===== src/rtl/simon_pkg.sv =====
// Shared types and helpers for the Simon sequence engine.
package simon_pkg;

  typedef enum logic [2:0] {
    ST_IDLE,
    ST_APPEND,
    ST_PLAY_ON,
    ST_PLAY_OFF,
    ST_WAIT_USER,
    ST_OVER,
    ST_WON
  } simon_state_e;

  // Bit width needed to index 'value' items, never less than one bit.
  function automatic int clog2_min1(input int value);
    int w;
    w = $clog2(value);
    return (w < 1) ? 1 : w;
  endfunction

endpackage


===== src/rtl/simon_seq_mem.sv =====
// Sequence storage for the Simon engine: one button index per step,
// synchronous write, two asynchronous read ports (playback and player check).
module simon_seq_mem
  import simon_pkg::*;
#(
  parameter int DEPTH = 32,
  parameter int WIDTH = 2,
  localparam int ADDR_W = clog2_min1(DEPTH)
) (
  input  logic              clk,
  input  logic              wr_en,
  input  logic [ADDR_W-1:0] wr_addr,
  input  logic [WIDTH-1:0]  wr_data,
  input  logic [ADDR_W-1:0] rd_addr_a,
  output logic [WIDTH-1:0]  rd_data_a,
  input  logic [ADDR_W-1:0] rd_addr_b,
  output logic [WIDTH-1:0]  rd_data_b
);

  logic [WIDTH-1:0] mem_q [DEPTH];

  // Store the newly appended step; contents are never cleared.
  always_ff @(posedge clk) begin
    if (wr_en) mem_q[wr_addr] <= wr_data;
  end

  assign rd_data_a = mem_q[rd_addr_a];
  assign rd_data_b = mem_q[rd_addr_b];

endmodule


===== src/rtl/simon_seq_engine.sv =====
// Simon game controller: grows a random sequence, plays it back with timed
// on/off phases and checks the player's presses against it.
// Optional macro SIMON_SPEEDUP_EN shortens the lit time as the level grows.
module simon_seq_engine
  import simon_pkg::*;
#(
  parameter int NUM_BTN       = 4,
  parameter int MAX_LEN       = 32,
  parameter int ON_TICKS      = 30,
  parameter int OFF_TICKS     = 15,
  parameter int TIMEOUT_TICKS = 300,
  localparam int BTN_W = clog2_min1(NUM_BTN),
  localparam int LEN_W = $clog2(MAX_LEN + 1)
) (
  input  logic             clk,
  input  logic             reset,
  input  logic             start,
  input  logic [BTN_W-1:0] rand_in,
  input  logic             player_valid,
  input  logic [BTN_W-1:0] player_num,
  output logic             simon_turn,
  output logic [BTN_W-1:0] simon_num,
  output logic             simon_pressed,
  output logic [LEN_W-1:0] level,
  output logic             game_over,
  output logic             game_won
);

  localparam int IDX_W   = clog2_min1(MAX_LEN);
  localparam int TMR_MAX = (ON_TICKS > OFF_TICKS)
                           ? ((ON_TICKS > TIMEOUT_TICKS) ? ON_TICKS : TIMEOUT_TICKS)
                           : ((OFF_TICKS > TIMEOUT_TICKS) ? OFF_TICKS : TIMEOUT_TICKS);
  localparam int TMR_W   = clog2_min1(TMR_MAX + 1);
  // Floor of the shrinking lit time; kept at one cycle or more for tiny ON_TICKS.
  localparam int ON_MIN  = (ON_TICKS / 4 < 1) ? 1 : ON_TICKS / 4;

  simon_state_e     state_q, state_d;
  logic [LEN_W-1:0] level_q, level_d;
  logic [IDX_W-1:0] idx_q, idx_d;
  logic [TMR_W-1:0] timer_q, timer_d;
  logic [BTN_W-1:0] simon_num_q, simon_num_d;
  logic             simon_turn_q, simon_turn_d;
  logic             simon_pressed_q, simon_pressed_d;
  logic             game_over_q, game_over_d;
  logic             game_won_q, game_won_d;

  logic             mem_we;
  logic [IDX_W-1:0] mem_waddr;
  logic [BTN_W-1:0] mem_wdata;
  logic [BTN_W-1:0] rd_play, rd_check, play_data;
  logic [IDX_W-1:0] last_idx;
  logic [TMR_W-1:0] on_last;

  simon_seq_mem #(
    .DEPTH (MAX_LEN),
    .WIDTH (BTN_W)
  ) u_mem (
    .clk       (clk),
    .wr_en     (mem_we),
    .wr_addr   (mem_waddr),
    .wr_data   (mem_wdata),
    .rd_addr_a (idx_d),
    .rd_data_a (rd_play),
    .rd_addr_b (idx_q),
    .rd_data_b (rd_check)
  );

  // The first shown step of a round may be the one being written this cycle.
  assign play_data = (mem_we && (mem_waddr == idx_d)) ? mem_wdata : rd_play;
  assign last_idx  = IDX_W'(level_q - LEN_W'(1));
  assign mem_wdata = BTN_W'(int'(rand_in) % NUM_BTN);
  assign mem_waddr = IDX_W'(level_q);

`ifdef SIMON_SPEEDUP_EN
  int on_ticks_dyn;

  // Lit time drops by two cycles per level down to a quarter of ON_TICKS.
  always_comb begin
    on_ticks_dyn = ON_TICKS - 2 * (int'(level_q) - 1);
    if (on_ticks_dyn < ON_MIN) on_ticks_dyn = ON_MIN;
  end

  assign on_last = TMR_W'(on_ticks_dyn - 1);
`else
  assign on_last = TMR_W'(ON_TICKS - 1);
`endif

  // Next-state, level, step index and shared timer/timeout counter.
  always_comb begin
    state_d = state_q;
    level_d = level_q;
    idx_d   = idx_q;
    timer_d = timer_q;
    mem_we  = 1'b0;
    unique case (state_q)
      ST_IDLE, ST_OVER, ST_WON: begin
        if (start) begin
          level_d = '0;
          state_d = ST_APPEND;
        end
      end
      ST_APPEND: begin
        mem_we  = 1'b1;
        level_d = level_q + LEN_W'(1);
        idx_d   = '0;
        timer_d = '0;
        state_d = ST_PLAY_ON;
      end
      ST_PLAY_ON: begin
        if (timer_q == on_last) begin
          timer_d = '0;
          state_d = ST_PLAY_OFF;
        end else begin
          timer_d = timer_q + TMR_W'(1);
        end
      end
      ST_PLAY_OFF: begin
        if (timer_q == TMR_W'(OFF_TICKS - 1)) begin
          timer_d = '0;
          if (idx_q == last_idx) begin
            idx_d   = '0;
            state_d = ST_WAIT_USER;
          end else begin
            idx_d   = idx_q + IDX_W'(1);
            state_d = ST_PLAY_ON;
          end
        end else begin
          timer_d = timer_q + TMR_W'(1);
        end
      end
      ST_WAIT_USER: begin
        // A press in the same cycle as timeout expiry takes priority.
        if (player_valid) begin
          timer_d = '0;
          if (player_num != rd_check) begin
            state_d = ST_OVER;
          end else if (idx_q != last_idx) begin
            idx_d = idx_q + IDX_W'(1);
          end else if (level_q == LEN_W'(MAX_LEN)) begin
            state_d = ST_WON;
          end else begin
            state_d = ST_APPEND;
          end
        end else if (timer_q == TMR_W'(TIMEOUT_TICKS - 1)) begin
          state_d = ST_OVER;
        end else begin
          timer_d = timer_q + TMR_W'(1);
        end
      end
      default: state_d = ST_IDLE;
    endcase
  end

  // Registered outputs follow the state being entered.
  always_comb begin
    simon_num_d     = simon_num_q;
    if (state_d == ST_PLAY_ON) simon_num_d = play_data;
    simon_pressed_d = (state_d == ST_PLAY_ON);
    simon_turn_d    = (state_d == ST_APPEND) || (state_d == ST_PLAY_ON) ||
                      (state_d == ST_PLAY_OFF);
    game_over_d     = (state_d == ST_OVER);
    game_won_d      = (state_d == ST_WON);
  end

  // FSM state, counters and registered outputs.
  always_ff @(posedge clk or posedge reset) begin
    if (reset) begin
      state_q         <= ST_IDLE;
      level_q         <= '0;
      idx_q           <= '0;
      timer_q         <= '0;
      simon_num_q     <= '0;
      simon_turn_q    <= 1'b0;
      simon_pressed_q <= 1'b0;
      game_over_q     <= 1'b0;
      game_won_q      <= 1'b0;
    end else begin
      state_q         <= state_d;
      level_q         <= level_d;
      idx_q           <= idx_d;
      timer_q         <= timer_d;
      simon_num_q     <= simon_num_d;
      simon_turn_q    <= simon_turn_d;
      simon_pressed_q <= simon_pressed_d;
      game_over_q     <= game_over_d;
      game_won_q      <= game_won_d;
    end
  end

  assign simon_turn    = simon_turn_q;
  assign simon_num     = simon_num_q;
  assign simon_pressed = simon_pressed_q;
  assign level         = level_q;
  assign game_over     = game_over_q;
  assign game_won      = game_won_q;

endmodule


===== config.mk =====
export PLATFORM = sky130hd
export DESIGN_NAME = simon_seq_engine
export DESIGN_NICKNAME = d
export VERILOG_FILES = /design/src/rtl/simon_pkg.sv /design/src/rtl/simon_seq_mem.sv /design/src/rtl/simon_seq_engine.sv
export SDC_FILE = /design/constraint.sdc
export NUM_CORES = 1
export LEC_CHECK = 0
export CAP_MARGIN = 20
export CORE_MARGIN = 1
export CORE_UTILIZATION = 40
export CTS_CLUSTER_SIZE = 40
export DETAILED_ROUTE_END_ITERATION = 6
export SLEW_MARGIN = 10
export SYNTH_ARGS = -nofsm -noshare
export SYNTH_HDL_FRONTEND = slang
export SYNTH_SLANG_ARGS = --single-unit

===== constraint.sdc =====
create_clock -name clk -period 4.5 [get_ports clk]
set_clock_uncertainty 0.2 [all_clocks]
set_input_delay 0.9 -clock clk [delete_from_list [all_inputs] [get_ports clk]]
set_output_delay 0.9 -clock clk [all_outputs]
set_load 0.005 [all_outputs]

**Yosys cells after proc, flatten, opt, wreduce, memory -nomap -nowiden**

Memory sizes are Yosys's and may differ from the RTL's. A register that Yosys moved wholly into a read port is not among the register bits.
Cells that the tools add are included.

- Register bits after elaboration: 27
- Memory bits (writable): 64
- Input bits: 8
- Output and inout port bits: 12
- Logic and storage cells: 67
- Memories kept: 1

- $add $sub $neg: 4
- Eq/ne operators: 20
- Muxes and demuxes: 26
- Reduce and logical (&&, ||, !) cells: 8

Memories:

| name | words | width | rd ports | clocked after memory_dff | wr ports | line | RTL |
|---|---|---|---|---|---|---|---|
| u_mem.mem_q | 32 | 2 | 2 | 1 | 1 | simon_seq_mem.sv:20 | `logic [WIDTH-1:0] mem_q [DEPTH];` |

Operators with widths:

| kind | number |
|---|---|
| 9-bit 2-to-1 mux | 4 |
| 9-bit one-hot mux with 4 select lines | 1 |
| 3-bit 2-to-1 mux | 9 |
| 5-bit 2-to-1 mux | 5 |
| 3-bit equality test, second input constant | 5 |
| 3-bit one-hot mux with 5 select lines | 1 |
| 5-bit one-hot mux with 3 select lines | 1 |
| 3-bit by 2-bit equality test with 1-bit output, second input constant | 4 |
| 6-bit one-hot mux with 2 select lines | 1 |
| 9-bit by 1-bit adder with 9-bit output, second input constant | 1 |
| 9-bit by 4-bit equality test with 1-bit output, second input constant | 1 |
| 9-bit by 5-bit equality test with 1-bit output, second input constant | 1 |
| 9-bit equality test, second input constant | 1 |
| 6-bit by 1-bit adder with 6-bit output, second input constant | 1 |
| 3-bit by 1-bit equality test with 1-bit output, second input constant | 2 |
| 6-bit equality test, second input constant | 1 |
| 6-bit 2-to-1 mux | 1 |
| 5-bit by 1-bit adder with 5-bit output, second input constant | 1 |
| 5-bit equality test | 1 |
| 5-bit != test | 1 |
| 5-bit by 1-bit subtractor with 5-bit output, second input constant | 1 |
| 2-bit AND reduction | 2 |
| 4-bit nonzero test | 1 |
| 3-bit zero test | 1 |
| 7 further kinds | 10 |

**Longest topological paths before layout**

Gate-level depths: netlist of the first run.

- Depth in word-level cells: 9
- Gate-level depth with buffers: 18
- Gate-level depth less buffers: 16

**Hierarchy**

A second synthesis of the first run with hierarchy kept.

- Cells, all modules: 494
- Area, all modules: 5385.2 um^2

By module, submodules not included:

| module | instances | cells an instance | area an instance (um^2) | sequential area each (um^2) |
|---|---|---|---|---|
| simon_seq_mem | 1 | 263 | 3364.5 | 1921.8 |
| simon_seq_engine | 1 | 231 | 2020.7 | 725.7 |

**Least setup slack after synthesis of the first run**

OpenSTA, ideal clock, no wires.

- Kind: reg2reg
- Start: reg level_q[0], in the netlist level[0]
- End: reg simon_num_q[0], in the netlist simon_num[0], read port of u_mem.mem_q
- Library setup time: 76 ps
- Arrival time: 3364 ps
- Data required time: 4224 ps
- Path slack: 860 ps
- Cell stages (with the launch flop): 19
- Buffers on the path: 3
- Period minus slack after synthesis: 3640 ps
- Cell sequence: dfrtp_1 clkbuf_1 inv_1 ha_1 xnor3_1 a32oi_1 nor4_4 inv_2 nand2_1 or3_4 a221o_1 o31a_1 buf_6 buf_6 mux2i_1 mux2i_1 mux2i_1 a211o_1 o21ai_1

- Cells in the longest elaborated chain, start to end: 7
- Elaborated cells between the ends (all ways): 18
- Those cells by class: 1 x add/sub; 4 x eq/ne; 13 x mux

Ends and longest elaborated chain:

| item | line | RTL |
|---|---|---|
| start, declared | simon_seq_engine.sv:38 | `logic [LEN_W-1:0] level_q, level_d;` |
| start signal, assigned | simon_seq_engine.sv:179 | `level_q <= level_d;` |
| 5-bit by 1-bit subtractor with 5-bit output or 6-bit equality test (tied branches) | simon_seq_engine.sv:70, simon_seq_engine.sv:139 |  |
| 5-bit != test or 3-bit 2-to-1 mux (tied branches) | simon_seq_engine.sv:137, simon_seq_engine.sv:139 |  |
| 3-bit 2-to-1 mux | simon_seq_engine.sv:137 | `end else if (idx_q != last_idx) begin` |
| 3-bit 2-to-1 mux | simon_seq_engine.sv:135 | `if (player_num != rd_check) begin` |
| 3-bit 2-to-1 mux | simon_seq_engine.sv:133 | `if (player_valid) begin` |
| 3-bit one-hot mux with 5 select lines | simon_seq_engine.sv:95 | `unique case (state_q)` |
| 3-bit by 2-bit equality test with 1-bit output | simon_seq_engine.sv:157 | `if (state_d == ST_PLAY_ON) simon_num_d = play_data;` |
| end, declared | simon_seq_engine.sv:41 | `logic [BTN_W-1:0] simon_num_q, simon_num_d;` |

Parallel ways exist; a longest one is shown, timed or not.
A chain may end at the register's enable or synchronous reset.

**Worst setup path after layout of the first run**

- Start: reg idx_q[3]
- End: reg simon_num_q[0], in the netlist simon_num[0], read port of u_mem.mem_q

- Cells in the longest elaborated chain, start to end: 6
- Elaborated cells between the ends (all ways): 18
- Those cells by class: 1 x add/sub; 4 x eq/ne; 12 x mux; 1 x memory

Ends and longest elaborated chain:

| item | line | RTL |
|---|---|---|
| start, declared | simon_seq_engine.sv:39 | `logic [IDX_W-1:0] idx_q, idx_d;` |
| start signal, assigned | simon_seq_engine.sv:180 | `idx_q <= idx_d;` |
| memory read 32 x 2 bit or 5-bit != test (tied branches) | - |  |
| 2-bit != test or 3-bit 2-to-1 mux (tied branches) | simon_seq_engine.sv:135, simon_seq_engine.sv:137 |  |
| 3-bit 2-to-1 mux | simon_seq_engine.sv:135 |  |
| 3-bit 2-to-1 mux | simon_seq_engine.sv:133 |  |
| 3-bit one-hot mux with 5 select lines | simon_seq_engine.sv:95 |  |
| 3-bit by 2-bit equality test with 1-bit output | simon_seq_engine.sv:157 |  |

Parallel ways exist; a longest one is shown, timed or not.

==> results_dict.tcl, run 1 <==
set metrics [dict create \
    total_power_draw_mw 2.80 \
    nFillCells 1266 \
    worst_slew_pin_slew_ns 0.831 \
    synth_area_sq_mm 0.00542 \
    die_y_microns 118 \
    clock-sinks 93 \
    yosys_register_bits 93 \
    drv.max_cap_violation_count 0 \
    worstSetupPathType "reg2reg" \
    antenna_cells 0 \
    die_w_microns 118 \
    clock_latency_ns 0.35 \
    antenna_found_initial 0 \
    path_class_of_the_lowest_slack_min_delay_path "reg2reg" \
    max_freq_mhz 240 \
    post_synth_num_cell_types 53 \
    vias_per_cell 5.73 \
    yosys.area_share.adder_pct 2.08 \
    synthesized_area_fraction_occupied_by_and_or_nand_nor_cells_pct 14.7 \
    critical_path.n_buffers_inverters 0 \
    worstPathCellList "nor2b_1 > a22oi_1 > nand4_1 > nand4_1 > xor2_1 > or3_4 > a221o_1 > o31a_4 > mux2i_1 > mux2i_1 > mux2i_1 > a211o_1 > o21ai_1" \
    drt_pass_1_iters 5 \
    min_from "timer_q[8]" \
    final.min_clock_period_ns 4.16 \
    timing.slew.headroom_pct 44.6 \
    setup_repair_after_global_routing_missed_its_margin "no" \
    synthMuxAreaShare_pct 15.7 \
    die_area_sq_mm 0.0140 \
    route.antenna.remaining_nets 0 \
    routed_wirelength_mm 13.4 \
    worstReg2RegStart "idx_q[3]" \
    globalplace.congestion 0.850 \
    critical_path_required_ns 4.58 \
    drt_iter0_drc 207 \
    post-synth-top-area-fraction_pct 35.4 \
    cts.path.max_buffers 2 \
    placed_cells 677 \
    synth_compound_area_share_pct 12.0 \
    layout.core_utilization_pct 46.3 \
    grt_first_pass_wirelength_mm 21.0 \
    cts_setup_buffers 0 \
    cts_inserted_buffers 9 \
    grt_start_max_net_pins 35 \
    wl_per_cell_microns 19.3 \
    dp_hpwl_mm 9.66 \
    power.density_mw_per_mm2 457 \
    path_max_fanout 34 \
    synth-async-reset-ratio_pct 31.2 \
    synthFlopType "sky130_fd_sc_hd__edfxtp_1" \
    final_nets 532 \
    number_of_port_buffers 19 \
    rows 42 \
    design.portCount 20 \
    slew_viol_final 0 \
    synth_top_family_by_area "multiplexers" \
    clkTransAtPathRegs_ns 0.07 \
    crit_path_frequent_cell "sky130_fd_sc_hd__mux2i_1" \
    worst_ir_drop_vdd_uv 247 \
    areaGrowthSynthToFinish_pct 13.1 \
    critical_path.top_delay_family "compound AO/OA/AOI/OAI gates" \
    synth-warning-count 0 \
    grt.overflow.total 0 \
    finalHoldViolCount 0 \
    worst-endpoint-arrival_ns 4.24 \
    dr_total_vias 3989 \
    timing.final.crit_share_pct 92.5 \
    slowest_stage "sky130_fd_sc_hd__dfrtp_1" \
    htreeDepth 3 \
    netlist.top_cell.by_area "sky130_fd_sc_hd__edfxtp_1" \
    setup_crit_end_kind "register" \
    cellLeakagePower_nw 2.09 \
    cts_hold_buf 0 \
    synth_edf_count 64 \
    final_cell_mix "85 x sky130_fd_sc_hd__mux2i_1, 64 x sky130_fd_sc_hd__edfxtp_1, 57 x sky130_fd_sc_hd__nor2_1" \
    fin_setup_tns_ns 0 \
    postCtsResizedCells 0 \
    worst_path_largest_cell_delay_ns 0.55 \
    synthTopCellsByArea "sky130_fd_sc_hd__edfxtp_1 35%, sky130_fd_sc_hd__mux2i_1 16%, sky130_fd_sc_hd__dfrtp_1 13%, sky130_fd_sc_hd__nor2_1 3.9%, sky130_fd_sc_hd__o21ai_0 2.8%" \
    report.final.setup_viol 0 \
    grt_usage_pct 19.8 \
    yosys.area_share.xor_xnor_pct 2.19 \
    synthesized_instance_count 497 \
    layout_commonest_cell "sky130_fd_sc_hd__mux2i_1" \
    cts_tree "done" \
    synth_area_per_cell_sq_um 10.9 \
    post_layout_nonfiller_instances 696 \
    post-route-drc-count 0 \
    hold_slack_ns 0.320 \
    startpoint "idx_q[3]" \
    post_route_cells_drive_above_1_share_pct 8.65 \
    core-area_sq_mm 0.0132 \
    crit_path_start_kind "register" \
    root_buffer "sky130_fd_sc_hd__clkbuf_16" \
    run_status "finished, final reports clean" \
    synth_seq_area_share_pct 48.8 \
    post_syn_nets 514 \
    number_of_global_route_vias_before_repair 3877 \
    starting_utilization_of_the_core_area_pct 40.9 \
]
==> routing by layer <==
| metal | wire (microns) | global-route usage (%) | part of all wire [%] |
|---|---|---|---|
| met5 | 0 | 0 | 0 |
| met4 | 463 | 10.5 | 3.4 |
| met3 | 427 | 2.85 | 3.2 |
| met2 | 6570 | 32.7 | 49 |
| met1 | 5960 | 25.2 | 44 |
==> cell type report <==
cell class	instances	area (sq um)	share of cell area [%]
Clock buffer	10	239	3.90
Clock inverter	6	77.6	1.26
Inverter	19	71.3	1.16
Multi-Input combinational cell	359	2540	41.4
Sequential cell	93	2650	43.2
Tap cell	176	220	3.59
Timing Repair Buffer	33	335	5.47
==> cell usage after synthesis, drive strengths merged (3+ instances only) <==
cell type and count:
nand3 14, nand2 34, xor2 4, ha 9, a22oi 18, nor2b 7, and3 8, or3 4
dfrtp 29, a32oi 3, o211ai 3, edfxtp 64, inv 19, a211o 4, nand4 5, a21oi 9
mux2i 85, o31ai 3, buf 15, xnor2 7, o22ai 6, nor3 6, o21ai 32, nand4b 5
nor2 58, nor4 5, nand2b 7, clkbuf 11
==> power breakdown <==
part           total (mW)  internal, mW  switching, mW
Combinational       0.920         0.395          0.525
Clock               0.807         0.458          0.350
Sequential           1.08         0.984         0.0912
==> per-stage QoR <==
step | cell area [sq um] | setup slack [ns]
floorplan | 5420 | 0.860
global placement | 5760 | 0.225
detailed placement | 5760 | 0.0735
CTS | 6080 | 0.0495
global route | 6130 | 0.102
finish | 6130 | 0.337
==> worst register-to-register path, cell delays in order, from the launching register on <==
cell and delay, ns:
sky130_fd_sc_hd__dfrtp_1 0.55, sky130_fd_sc_hd__nor2b_1 0.53, sky130_fd_sc_hd__a22oi_1 0.19, sky130_fd_sc_hd__nand4_1 0.14, sky130_fd_sc_hd__nand4_1 0.18, sky130_fd_sc_hd__xor2_1 0.23
sky130_fd_sc_hd__or3_4 0.42, sky130_fd_sc_hd__a221o_1 0.38, sky130_fd_sc_hd__o31a_4 0.31, sky130_fd_sc_hd__mux2i_1 0.20, sky130_fd_sc_hd__mux2i_1 0.20, sky130_fd_sc_hd__mux2i_1 0.12
sky130_fd_sc_hd__a211o_1 0.32, sky130_fd_sc_hd__o21ai_1 0.13
==> final timing paths <==
kind                                end  slack, ns  depth (start not counted)
max                        simon_num[0]       0.34                         13
min                          timer_q[8]       0.32                          1
max reg2reg                simon_num[0]       0.34                         13
min reg2reg                  timer_q[8]       0.32                          1
max in group asynchronous      idx_q[1]       3.05                          3
min in group asynchronous      level[3]       0.74                          3
==> sequential cells by signal, indices dropped and copies added (netlist names) <==
register and flops:
idx_q 5, simon_turn 1, u_mem.mem_q 64, simon_num 2, timer_q 9, level 6
game_over 1, simon_pressed 1, game_won 1, state_q 3
==> kinds of logic after synthesis <==
logic type	Yosys count
buffers and inverters	45
muxes	85
DFF	93
adders and majority gates	9
AOI/OAI and AO/OA	94
and+or+nand+nor	159
xor gates and xnor gates	12
(Power assumes the default switching activity.)
==> inputs of run 2 (changes only) <==
- CTS_CLUSTER_DIAMETER: unset -> 100
==> results of run 2 <==
The final DEF is identical to that of run 1; final timing and power are the same.
